## config.mk

```make
export PLATFORM = sky130hd
export DESIGN_NAME = move_sequencer_flat
export DESIGN_NICKNAME = d
export VERILOG_FILES = /design/src/rtl/robot_pkg.sv /design/src/rtl/move_sequencer_if.sv /design/src/rtl/frwrd_ramp.sv /design/src/rtl/move_sequencer.sv /design/src/flat_wrapper.sv
export SDC_FILE = /design/constraint.sdc
export NUM_CORES = 1
export LEC_CHECK = 0
export BUFFER_PORTS_ARGS = -buffer_cell sky130_fd_sc_hd__buf_2
export CORE_MARGIN = 3
export CORE_UTILIZATION = 48
export DETAILED_ROUTE_END_ITERATION = 8
export PLACE_DENSITY = 0.75
export SETUP_SLACK_MARGIN = 0.15
export SLEW_MARGIN = 5
export SYNTH_ARGS = -nofsm -noshare
export SYNTH_HDL_FRONTEND = slang
export SYNTH_SLANG_ARGS = --single-unit
```

## constraint.sdc

```tcl
create_clock -name clk -period 1.7 [get_ports clk]
set_input_delay 0.085 -clock clk [delete_from_list [all_inputs] [get_ports clk]]
set_output_delay 0.085 -clock clk [all_outputs]
set_load 0.03 [all_outputs]
```

## src/rtl/robot_pkg.sv

```systemverilog
// Shared types and default constants for the knight-move sequencer datapath.
package robot_pkg;

    localparam int unsigned FRWRD_W = 10;
    localparam int unsigned ERR_W   = 12;
    localparam int unsigned DIST_W  = 3;
    localparam int unsigned CNT_W   = 4;

    localparam logic [FRWRD_W-1:0] FRWRD_INC  = 10'h010;
    localparam logic [FRWRD_W-1:0] MAX_SPD    = 10'h300;
    localparam logic [ERR_W-1:0]   ERR_THRESH = 12'h030;

    typedef enum logic [2:0] {IDLE, SETTLE, RAMP_UP, DECEL, DONE} mv_state_t;

    // |err| < ERR_THRESH on a signed value; the most negative code never settles.
    function automatic logic err_settled(input logic [ERR_W-1:0] err);
        logic [ERR_W-1:0] mag;
        mag = err[ERR_W-1] ? ERR_W'(-err) : err;
        return (err != {1'b1, {(ERR_W-1){1'b0}}}) && (mag < ERR_THRESH);
    endfunction

endpackage

```

## src/rtl/move_sequencer_if.sv

```systemverilog
// Command/sensor inputs and PID-facing outputs of the move sequencer.
interface move_sequencer_if;
    import robot_pkg::*;

    logic                 cmd_vld;
    logic [DIST_W-1:0]    cmd_dist;
    logic [ERR_W-1:0]     error;
    logic                 err_vld;
    logic                 heading_rdy;
    logic                 cntrIR;
    logic                 moving;
    logic [FRWRD_W-1:0]   frwrd;
    logic                 busy;
    logic                 move_done;

    modport slave (
        input  cmd_vld, cmd_dist, error, err_vld, heading_rdy, cntrIR,
        output moving, frwrd, busy, move_done
    );

    modport master (
        output cmd_vld, cmd_dist, error, err_vld, heading_rdy, cntrIR,
        input  moving, frwrd, busy, move_done
    );

endinterface

```

## src/rtl/frwrd_ramp.sv

```systemverilog
// Forward-speed register: saturating ramp-up, flooring double-step ramp-down.
module frwrd_ramp
    import robot_pkg::*;
#(
    parameter logic [FRWRD_W-1:0] INC = FRWRD_INC,
    parameter logic [FRWRD_W-1:0] MAX = MAX_SPD
) (
    input  logic               clk,
    input  logic               rst_n,
    input  logic               i_clr,
    input  logic               i_inc,
    input  logic               i_dec,
    output logic [FRWRD_W-1:0] o_frwrd
);

    logic [FRWRD_W-1:0] r_frwrd;
    logic [FRWRD_W:0]   w_sum;
    logic [FRWRD_W:0]   w_dec_step;

    // One extra bit so the increment can be compared against MAX without wrapping.
    assign w_sum      = {1'b0, r_frwrd} + {1'b0, INC};
    assign w_dec_step = {INC, 1'b0};

    always_ff @(posedge clk or negedge rst_n) begin
        if (!rst_n) begin
            r_frwrd <= '0;
        end else if (i_clr) begin
            r_frwrd <= '0;
        end else if (i_inc) begin
            r_frwrd <= (w_sum > {1'b0, MAX}) ? MAX : w_sum[FRWRD_W-1:0];
        end else if (i_dec) begin
            r_frwrd <= ({1'b0, r_frwrd} <= w_dec_step) ? '0
                                                      : FRWRD_W'({1'b0, r_frwrd} - w_dec_step);
        end
    end

    assign o_frwrd = r_frwrd;

endmodule

```

## src/rtl/move_sequencer.sv

```systemverilog
// Sequences settle, ramp-up/cruise, line counting and ramp-down for one move leg.
module move_sequencer
    import robot_pkg::*;
(
    input  logic              clk,
    input  logic              rst_n,
    move_sequencer_if.slave   bus
);

    mv_state_t          r_state;
    mv_state_t          w_next;
    logic [DIST_W-1:0]  r_dist;
    logic [CNT_W-1:0]   r_line_cnt;
    logic               r_cntr_ff;
    logic               r_moving;
    logic               r_busy;
    logic               r_move_done;

    logic               w_edge;
    logic               w_latch;
    logic               w_inc;
    logic               w_dec;
    logic               w_clr;
    logic               w_cnt_en;
    logic [CNT_W-1:0]   w_target;
    logic [FRWRD_W-1:0] w_frwrd;

    assign w_edge   = bus.cntrIR & ~r_cntr_ff;
    // Two line edges per square: entry and exit of each line.
    assign w_target = CNT_W'({r_dist, 1'b0});

    always_ff @(posedge clk or negedge rst_n) begin
        if (!rst_n) begin
            r_state <= IDLE;
        end else begin
            r_state <= w_next;
        end
    end

    always_comb begin
        w_next   = r_state;
        w_latch  = 1'b0;
        w_inc    = 1'b0;
        w_dec    = 1'b0;
        w_clr    = 1'b0;
        w_cnt_en = 1'b0;
        case (r_state)
            IDLE: begin
                w_clr = 1'b1;
                if (bus.cmd_vld) begin
                    w_latch = 1'b1;
                    w_next  = SETTLE;
                end
            end
            SETTLE: begin
                if (bus.err_vld && err_settled(bus.error)) begin
                    w_next = (r_dist == '0) ? DECEL : RAMP_UP;
                end
            end
            RAMP_UP: begin
                w_inc    = bus.heading_rdy;
                w_cnt_en = w_edge;
                if (r_line_cnt == w_target) begin
                    w_next = DECEL;
                end
            end
            DECEL: begin
                w_dec    = bus.heading_rdy;
                w_cnt_en = w_edge;
                if (w_frwrd == '0) begin
                    w_next = DONE;
                end
            end
            DONE: begin
                w_clr  = 1'b1;
                w_next = IDLE;
            end
            default: begin
                w_next = IDLE;
            end
        endcase
    end

    // Command latch, line counter, edge detect and Moore outputs from the next state.
    always_ff @(posedge clk or negedge rst_n) begin
        if (!rst_n) begin
            r_dist      <= '0;
            r_line_cnt  <= '0;
            r_cntr_ff   <= 1'b0;
            r_moving    <= 1'b0;
            r_busy      <= 1'b0;
            r_move_done <= 1'b0;
        end else begin
            r_cntr_ff <= bus.cntrIR;
            if (w_latch) begin
                r_dist     <= bus.cmd_dist;
                r_line_cnt <= '0;
            end else if (w_cnt_en) begin
                r_line_cnt <= r_line_cnt + CNT_W'(1);
            end
            r_moving    <= (w_next == SETTLE) || (w_next == RAMP_UP) || (w_next == DECEL);
            r_busy      <= (w_next != IDLE);
            r_move_done <= (w_next == DONE);
        end
    end

    frwrd_ramp #(
        .INC (FRWRD_INC),
        .MAX (MAX_SPD)
    ) u_frwrd_ramp (
        .clk     (clk),
        .rst_n   (rst_n),
        .i_clr   (w_clr),
        .i_inc   (w_inc),
        .i_dec   (w_dec),
        .o_frwrd (w_frwrd)
    );

    assign bus.frwrd     = w_frwrd;
    assign bus.moving    = r_moving;
    assign bus.busy      = r_busy;
    assign bus.move_done = r_move_done;

endmodule

```

## src/flat_wrapper.sv

```systemverilog
// flat-port wrapper written by rule: the top's interface ports become plain ports
module move_sequencer_flat import robot_pkg::*;
  (clk, rst_n, bus_cmd_vld, bus_cmd_dist, bus_error, bus_err_vld, bus_heading_rdy, bus_cntrIR, bus_moving, bus_frwrd, bus_busy, bus_move_done);
  move_sequencer_if bus_i ();
  input  logic clk;
  input  logic rst_n;
  input wire logic [$bits(bus_i.cmd_vld)-1:0] bus_cmd_vld;
  input wire logic [$bits(bus_i.cmd_dist)-1:0] bus_cmd_dist;
  input wire logic [$bits(bus_i.error)-1:0] bus_error;
  input wire logic [$bits(bus_i.err_vld)-1:0] bus_err_vld;
  input wire logic [$bits(bus_i.heading_rdy)-1:0] bus_heading_rdy;
  input wire logic [$bits(bus_i.cntrIR)-1:0] bus_cntrIR;
  output wire logic [$bits(bus_i.moving)-1:0] bus_moving;
  output wire logic [$bits(bus_i.frwrd)-1:0] bus_frwrd;
  output wire logic [$bits(bus_i.busy)-1:0] bus_busy;
  output wire logic [$bits(bus_i.move_done)-1:0] bus_move_done;
  assign bus_i.cmd_vld = bus_cmd_vld;
  assign bus_i.cmd_dist = bus_cmd_dist;
  assign bus_i.error = bus_error;
  assign bus_i.err_vld = bus_err_vld;
  assign bus_i.heading_rdy = bus_heading_rdy;
  assign bus_i.cntrIR = bus_cntrIR;
  assign bus_moving = bus_i.moving;
  assign bus_frwrd = bus_i.frwrd;
  assign bus_busy = bus_i.busy;
  assign bus_move_done = bus_i.move_done;
  move_sequencer u_core (.clk(clk), .rst_n(rst_n), .bus(bus_i));
endmodule
```

# Word-level counts from Yosys, hierarchy flattened
# Index checks and enable logic that the tools add are counted.
[totals]
inputBits = 21
ff_bits = 24
out_inout_bits = 13
[classes]
reduce_logical = 12
n_lt_le_gt_ge = 3
addsub = 4
n_mux = 20
bitwise = 2
n_eq_ne = 10
[ops]
columns = ["cell", "count"]
rows = [
  ["two-way mux 10 bit", 5],
  ["equality test 3 x 2 -> 1 bit (second input constant)", 4],
  ["< comparator 12 x 6 -> 1 bit (second input constant)", 1],
  ["two-way mux 12 bit", 1],
  ["two-way mux 3 bit", 4],
  ["inequality test 12 bit (second input constant)", 1],
  ["negation 12 bit", 1],
  ["one-hot mux 3 bit (4 select lines)", 1],
  ["adder 10 x 5 -> 11 bit (second input constant)", 1],
  ["> comparator 11 x 10 -> 1 bit (second input constant)", 1],
  ["<= comparator 10 x 6 -> 1 bit (second input constant)", 1],
  ["logical NOT 10 bit", 1],
  ["subtractor 10 x 6 -> 10 bit (second input constant)", 1],
  ["two-way mux 4 bit", 2],
  ["two-way mux 1 bit", 7],
  ["equality test 3 x 1 -> 1 bit (second input constant)", 2],
  ["equality test 3 bit (second input constant)", 2],
  ["logical NOT 3 bit", 2],
  ["nonzero test 3 bit", 2],
  ["adder 4 x 1 -> 4 bit (second input constant)", 1],
  ["equality test 4 bit", 1],
  ["OR reduction 2 bit", 2],
  ["logical AND 1 bit", 2],
  ["logical OR 1 bit", 2],
  ["3 further kinds", 3],
]

# Longest topological paths before layout
# Gate-level depths: netlist of the first run.
[depth]
ltp_word = 10
mapped_depth = 7
mapped_depth_nobuf = 6

# Hierarchy
# From an unflattened synthesis of the first run, not the netlist that was laid out.
[unflattened]
hier_cells = 170
hier_area_um2 = 1517.7
[modules_own_cells]
columns = ["module", "area_per_inst_um2", "cells_per_inst", "seq_area_each_um2", "n_inst"]
rows = [
  ["move_sequencer", 817.0, 83, 350.3, 1],
  ["frwrd_ramp", 700.7, 87, 150.1, 1],
]

# Least setup slack after synthesis of the first run
# OpenSTA, ideal clock, no wires.
[synth_path]
kind = "register -> register"
startpoint = "reg u_core.u_frwrd_ramp.r_frwrd[4] (netlist: u_core.u_frwrd_ramp.o_frwrd[4])"
endpoint = "reg u_core.u_frwrd_ramp.r_frwrd[9] (netlist: u_core.u_frwrd_ramp.o_frwrd[9])"
arrival_ns = 1.809
stages_incl_launch_ff = 8
slack_ns = -0.196
period_less_slack_ns = 1.896
setup_time_ns = 0.087
cell_sequence = "dfrtp_1 > buf_2 > inv_1 > ha_1 > nand2b_1 > and2_1 > o311a_1 > a211oi_2"
[synth_between]
elab_chain_len = 5
word_cells_on_any_way = 9
classes_between = "add/sub: 2; order compare: 2; mux: 5"
[synth_rtl]
columns = ["element", "line_no", "text"]
rows = [
  ["start: declaration", "frwrd_ramp.sv:16", "logic [FRWRD_W-1:0] r_frwrd;"],
  ["start signal: assignment", "frwrd_ramp.sv:30", "r_frwrd <= (w_sum > {1'b0, MAX}) ? MAX : w_sum[FRWRD_W-1:0];"],
  ["start signal: assignment", "frwrd_ramp.sv:32", "r_frwrd <= ({1'b0, r_frwrd} <= w_dec_step) ? '0"],
  ["adder 10 x 5 -> 11 bit, or another cell as far along", "frwrd_ramp.sv:21", "assign w_sum = {1'b0, r_frwrd} + {1'b0, INC};"],
  ["> comparator 11 x 10 -> 1 bit / two-way mux 10 bit (equally long branches)", "frwrd_ramp.sv:30, frwrd_ramp.sv:32", ""],
  ["two-way mux 10 bit, on equally long branches", "frwrd_ramp.sv:30, frwrd_ramp.sv:31", ""],
  ["two-way mux 10 bit *", "frwrd_ramp.sv:29", "end else if (i_inc) begin"],
  ["two-way mux 10 bit *", "frwrd_ramp.sv:27", "end else if (i_clr) begin"],
]
# Every way passes the cells marked *; elsewhere a longest branch is shown, timed or not. The select of a mux whose other input is x is not followed.
# A chain may end at the register's enable or synchronous reset.

# Worst setup path in the final report of the first run
[layout_path]
startpoint = "reg u_core.u_frwrd_ramp.r_frwrd[5] (netlist: u_core.u_frwrd_ramp.o_frwrd[5])"
endpoint = "reg u_core.u_frwrd_ramp.r_frwrd[9] (netlist: u_core.u_frwrd_ramp.o_frwrd[9])"
# The elaborated chain is that of the path after synthesis.

==> flow_summary.ini, run 1 <==
[outcome]
status = complete, but fails checks
violations = negative setup slack

[layout]
fin_nets = 226
postLayoutCellArea_mm2 = 0.00192
antenna-diode-count = 0
fin_cells = 228
layout-drive-gt1-share = 0.457
area_delta_synth_final_pct = 34.2

[floorplan]
start_util = 0.510
io_pins = 34
die_h_um = 60.6
fp.dieArea_mm2 = 0.00367
die_x_um = 60.6
fp-row-count = 19
core-area_mm2 = 0.00281

[critical_path]
cp_num_cells = 5
cpLargestDelayFamily = flip-flops
cp-start-kind = register
reg2reg_to = u_core.u_frwrd_ramp.o_frwrd[9]$_DFFE_PN0P_
cp_slowest_cell = dfrtp_4
path_buf_inv = 1
cp-endpoint = u_core.u_frwrd_ramp.o_frwrd[9]$_DFFE_PN0P_
path_class = reg2reg
ff2ff_path_depth = 5
arrival_ps = 2010
rrSetupSlack_ps = -100
cp_cell_sequence = inv_2 -> ha_4 -> or3b_1 -> o311a_1 -> a211oi_2
crit_path_start = u_core.u_frwrd_ramp.o_frwrd[5]$_DFFE_PN0P_
max_stage_delay_ps = 550
end_kind = register
r2r-start = u_core.u_frwrd_ramp.o_frwrd[5]$_DFFE_PN0P_
critPathMaxFanout = 6
worstPathRequired_ps = 1910

[clocking]
clk_latency_ps = 300
htreeDepth = 1
numCtsBuffers = 3
cts_tree = yes
clockRootBuffer = clkbuf_4
clk_pin_slew_ps = 120
clock_sinks = 20
cts_buffer_depth = 2

[detailed_routing]
routed_wl_um = 3710
viasPerCell = 5.83
ant_nets = 0
vias = 1329
dr.pass1.iters = 4
post-route-drc-count = 0
drtIter0Drc = 67
wire_per_inst_um = 16.3

[timing]
totalNegativeSetupSlack_ps = -126
finalCriticalPeriod_ps = 1800
fin_skew_ps = 5.40
setup_ws_ps = -96.3
drv_slew = 0
period_share = 1.06
setup_viol = 2
max_clock_freq_mhz = 557
finalHoldViolCount = 0
rsz0062_at_grt = yes

[pwr]
peakVddDrop_mv = 0.612
report.power.total_w = 0.00139
p_leak_nw = 0.888
power.density_mw_per_mm2 = 726

[grt]
grt_pass1_vias = 1346
grt_max_degree = 21
grtUsageMet1 = 0.272
met3_usage = 0.0234
top_usage_layer = met2
grt.overflow.total = 0
grtUsageTotal = 0.213
use_met2 = 0.377
grt_pass1_wl_um = 5930
antenna_found_initial = 0

[synthesis]
ys_ff_latch = 20
ys.flop_type = dfrtp_1
synth_top_cell_area_share = 0.350
syn_inst = 146
netlist_area_mm2 = 0.00143
postSynthAreaPerCell_um2 = 9.80
ys_top_cells_by_area = dfrtp_1 35%, ha_1 6.1%, mux2_2 3.9%, xor2_1 3.7%, buf_4 2.6%
synth_top_area_cell = dfrtp_1
async_flop_share = 1.00
synth-edff-count = 0
synth.yosys.seq_area_share = 0.350
ys_types = 53
yosysWarnings = 0

[placement]
hpwl_um = 2550
dpl_cell_area_mm2 = 0.00168
port_buffers = 29
gp_congestion = 1.00
place_inst = 209

[job]
drv_cap = 0

[min_path]
min_path_cells = 2
min_path_type = in2reg
through the flow:
stage                     utilization  hold slack [ps]  worst slack (ps)
after detailed placement        0.598             54.5             -44.8
after floorplan                     -             -211              13.8
after CTS                       0.653             7.10             -12.5
final                           0.684             10.9             -96.3
after global placement          0.598             49.4              22.8
after global routing            0.684             10.7              -155
routing by layer:
| layer | share of wire | vias to the layer above |
|---|---|---|
| met1 | 0.40 | 641 |
| met4 | 0.0084 | 0 |
| met2 | 0.54 | 48 |
| met5 | 0 | - |
| met3 | 0.060 | 4 |
| li1 | - | 636 |
placed cells by master (no fill, tap or decap), types with 2 or more instances in the layout:
| cell | netlist | routed |
|---|---|---|
| a21oi_1 | 6 | 6 |
| and4_1 | 2 | 2 |
| nand3_1 | 7 | 7 |
| o41ai_1 | 2 | 2 |
| mux2_2 | 5 | 5 |
| conb_1 | 1 | 4 |
| ha_4 | 0 | 3 |
| o21ai_0 | 4 | 4 |
| inv_1 | 8 | 6 |
| buf_6 | 2 | 3 |
| or3_1 | 2 | 2 |
| dfrtp_2 | 0 | 5 |
| nor2_1 | 8 | 8 |
| dfrtp_1 | 20 | 14 |
| ha_1 | 7 | 3 |
| a211oi_2 | 2 | 2 |
| nor3_1 | 5 | 4 |
| nand4_1 | 5 | 5 |
| a211oi_4 | 0 | 2 |
| buf_4 | 5 | 18 |
| a21o_1 | 2 | 2 |
| clkbuf_4 | 0 | 3 |
| o22ai_1 | 2 | 2 |
| nand2_1 | 6 | 6 |
| buf_2 | 3 | 29 |
| xor2_1 | 6 | 5 |
| nor2b_1 | 4 | 4 |
| dlygate4sd3_1 | 0 | 3 |
synthesized netlist by cell type (2+ instances only):
library cell	n
buf_4	5
ha_1	7
a211oi_1	2
a21oi_1	6
a21o_1	2
buf_6	2
o22ai_1	2
nor2_1	8
nand4_1	5
o41ai_1	2
inv_1	8
and4_1	2
buf_2	3
nand3_1	7
nand2_1	6
a211oi_2	2
or3_1	2
nor2b_1	4
nand2b_1	2
dfrtp_1	20
nor3_1	5
xor2_1	6
mux2_2	5
o21ai_0	4
what timing repair did:
item / 4_1_cts / 5_1_grt
hold endpoints to repair: 22 / 0
gates cloned: 0 / 0
gates resized for setup: 7 / 11
hold buffers: 3 / 0
endpoints found under the setup margin: 8 / 14
setup buffers: 7 / 5
pin swaps: 9 / 7
how the worst min path moves through the flow:
stage                     slack (ps)       startpoint                                    endpoint
after floorplan                 -210            rst_n                   u_core.bus.busy$_DFF_PN0_
after CTS                          7  bus_cmd_dist[2]                u_core.r_dist[2]$_DFFE_PN0P_
after global routing              10  bus_cmd_dist[0]                u_core.r_dist[0]$_DFFE_PN0P_
after detailed placement          50            rst_n                   u_core.bus.busy$_DFF_PN0_
after global placement            50            rst_n  u_core.u_frwrd_ramp.o_frwrd[8]$_DFFE_PN0P_
final                             10  bus_cmd_dist[0]                u_core.r_dist[0]$_DFFE_PN0P_
sequential cells by signal, summed over array words and instances, names as in the netlist:
| name | cells |
|---|---|
| u_core.r_dist | 3 |
| u_core.bus.busy | 1 |
| u_core.bus.move_done | 1 |
| u_core.u_frwrd_ramp.o_frwrd | 6 |
| u_core.bus.moving | 1 |
| u_core.r_cntr_ff | 1 |
| u_core.r_state | 3 |
| u_core.r_line_cnt | 4 |
kinds of logic (layout without fill, tap and decap cells):
family | after synthesis | after routing | share of synthesized area
adder cells (fa/ha/maj) | 7 | 7 | 0.0612
AND/OR/NAND/NOR | 53 | 53 | 0.237
buffers and inverters | 18 | 66 | 0.0735
flip-flops | 20 | 20 | 0.350
XOR/XNOR | 7 | 7 | 0.0429
AO/OA/AOI/OAI | 34 | 34 | 0.186
multiplexers | 6 | 6 | 0.0464
other | 1 | 4 | 0.00262
cell type report:
cell class                 count  area (um2)
multi-input combinational    111         952
inverter                       8        32.5
tap                           31        38.8
clock buffer                   4        36.3
timing repair buffer          54         349
sequential                    20         510
fill                         232         886
power by group:
group	internal, W	leakage (nW)	total [W]	switching, W
clock network	0.000131	0.0210	0.000282	0.000152
logic	0.000235	0.620	0.000508	0.000273
registers	0.000542	0.247	0.000604	0.0000626
total	0.000907	0.888	0.00139	0.000487
worst register-to-register path: cells and delay by family, from the launching register on:
kind                       cells  cell delay (ps)
buffers and inverters          1              110
adders and majority gates      1              160
and+or+nand+nor                1              370
DFF                            1              550
AOI/OAI and AO/OA              2              520
Note: power is estimated with default switching activity, not from simulation.
==> inputs of run 2 (changes only) <==
CORE_UTILIZATION = 50   (was 48)
CTS_BUF_LIST = sky130_fd_sc_hd__clkbuf_4 sky130_fd_sc_hd__clkbuf_8   (was default)
PLACE_DENSITY = 0.78   (was 0.75)
==> run 2 against run 1 <==
First-iteration DRC count grew 88%. Largest cell class unchanged. Critical path type unchanged. Sequential cell count is the same. Clock power shrank 1%. Combinational power grew 4.1%. The flow still finishes with violations (negative setup slack).
==> flow_summary.ini, run 2 (same netlist as run 1, synthesis figures left out) <==
[detailed_routing]
dr.pass1.iters = 4
viasPerCell = 6.22
drtIter0Drc = 126
post-route-drc-count = 0
vias = 1424
wire_per_inst_um = 18.9
routed_wl_um = 4330
ant_nets = 0

[timing]
period_share = 1.06
rsz0062_at_grt = yes
setup_viol = 5
setup_ws_ps = -99.1
drv_slew = 0
finalCriticalPeriod_ps = 1800
max_clock_freq_mhz = 556
finalHoldViolCount = 0
fin_skew_ps = 5.62

[grt]
grt_pass1_wl_um = 6330
grt_max_degree = 21
grtUsageTotal = 0.237
grt_pass1_vias = 1380
antenna_found_initial = 0
grt.overflow.total = 0

[pwr]
peakVddDrop_mv = 0.705
power.density_mw_per_mm2 = 721
report.power.total_w = 0.00141
p_leak_nw = 0.888

[layout]
seqCellArea_um2 = 509
fin_cells = 229
largest_reg_flops = 6
multi_input_area_um2 = 963
fin_nets = 228
layout-drive-gt1-share = 0.477
final_common_cell = buf_2
utilization = 0.755
num-fill-cells = 170
area_delta_synth_final_pct = 36.7
postLayoutCellArea_mm2 = 0.00195
antenna-diode-count = 0
mostFrequentLayoutCells = 29 x buf_2, 21 x buf_4, 15 x dfrtp_1

[placement]
place_inst = 211
gp_congestion = 0.958
dpl_cell_area_mm2 = 0.00170
hpwl_um = 2730
port_buffers = 29
pre_cts_slack_ps = -58.1

[critical_path]
cp_slowest_cell = dfrtp_4
path_buf_inv = 2
path_class = reg2reg
max_stage_delay_ps = 550
r2r-start = u_core.u_frwrd_ramp.o_frwrd[5]$_DFFE_PN0P_
critPathMaxFanout = 7
worstPathRequired_ps = 1940
arrival_ps = 2040
cpLargestDelayFamily = compound AO/OA/AOI/OAI gates
crit_path_start = u_core.u_frwrd_ramp.o_frwrd[5]$_DFFE_PN0P_
cp-start-kind = register
cp_cell_sequence = ha_4 -> a21o_1 -> a211oi_2 -> buf_4 -> buf_6 -> o2111ai_2 -> nand4_1
end_kind = register

[floorplan]
die_h_um = 59.5
fp-row-count = 18
fp.dieArea_mm2 = 0.00354
io_pins = 34
start_util = 0.552
die_x_um = 59.5
core-area_mm2 = 0.00259

[outcome]
status = complete, but fails checks
violations = negative setup slack

[clocking]
numCtsBuffers = 3
clock_sinks = 20
htreeDepth = 1
clk_pin_slew_ps = 110
clockRootBuffer = clkbuf_4
cts_buffer_depth = 2
clk_latency_ps = 310
cts_tree = yes

[job]
drv_cap = 0

[min_path]
min_from = bus_cmd_dist[1]
min_path_type = in2reg
[run 2: path summary, 6_finish.rpt]
path	endpoint	slack, ps	depth (start not counted)
max	u_core.u_frwrd_ramp.o_frwrd[6]$_DFFE_PN0P_	-100	7
min	u_core.r_dist[1]$_DFFE_PN0P_	20	2
max reg2reg	u_core.u_frwrd_ramp.o_frwrd[6]$_DFFE_PN0P_	-100	7
min reg2reg	u_core.r_line_cnt[3]$_DFFE_PN0P_	570	2
max in group asynchronous	u_core.u_frwrd_ramp.o_frwrd[5]$_DFFE_PN0P_	1100	2
min in group asynchronous	u_core.r_state[2]$_DFF_PN0_	240	2
[run 2: worst register-to-register path, stage by stage, from the launching register on]
cell and delay, ps:
dfrtp_4 550, ha_4 200, a21o_1 200, a211oi_2 300, buf_4 180, buf_6 80
o2111ai_2 110, nand4_1 110
[run 2: stage by stage]
stage                     hold WS, ps  TNS [ps]
after floorplan                  -211         0
after global placement           51.2         0
after detailed placement         53.0     -58.1
after CTS                        5.75     -3.85
after global routing             13.8      -532
final                            23.4      -347
[run 2: metal layers]
layer	global-route usage	part of all wire	routed length, um	vias up
li1	-	-	-	640
met1	0.303	0.36	1580	686
met2	0.407	0.53	2270	81
met3	0.0566	0.077	333	17
met4	0.0453	0.033	142	0
met5	0	0	0	-
[run 2: cell type report]
class / instances / area share
clock buffers: 4 / 0.0186
inverters: 8 / 0.0166
multi-input cells: 111 / 0.493
flip-flops and latches: 20 / 0.261
well taps: 30 / 0.0192
repair buffers: 56 / 0.192
[run 2: repair_timing]
action                                  4_1_cts  5_1_grt
gates resized for setup                      12        9
setup buffers                                 5        6
endpoints found under the hold margin        22        0
endpoints found under the setup margin        7       10
pin swaps                                     6        9
hold buffers                                  3        0
[run 2: report_power, final]
group | switching, W | internal [W] | total (W) | leakage (nW)
logic | 0.000291 | 0.000238 | 0.000529 | 0.618
clock network | 0.000148 | 0.000131 | 0.000278 | 0.0210
registers | 0.0000611 | 0.000541 | 0.000602 | 0.249
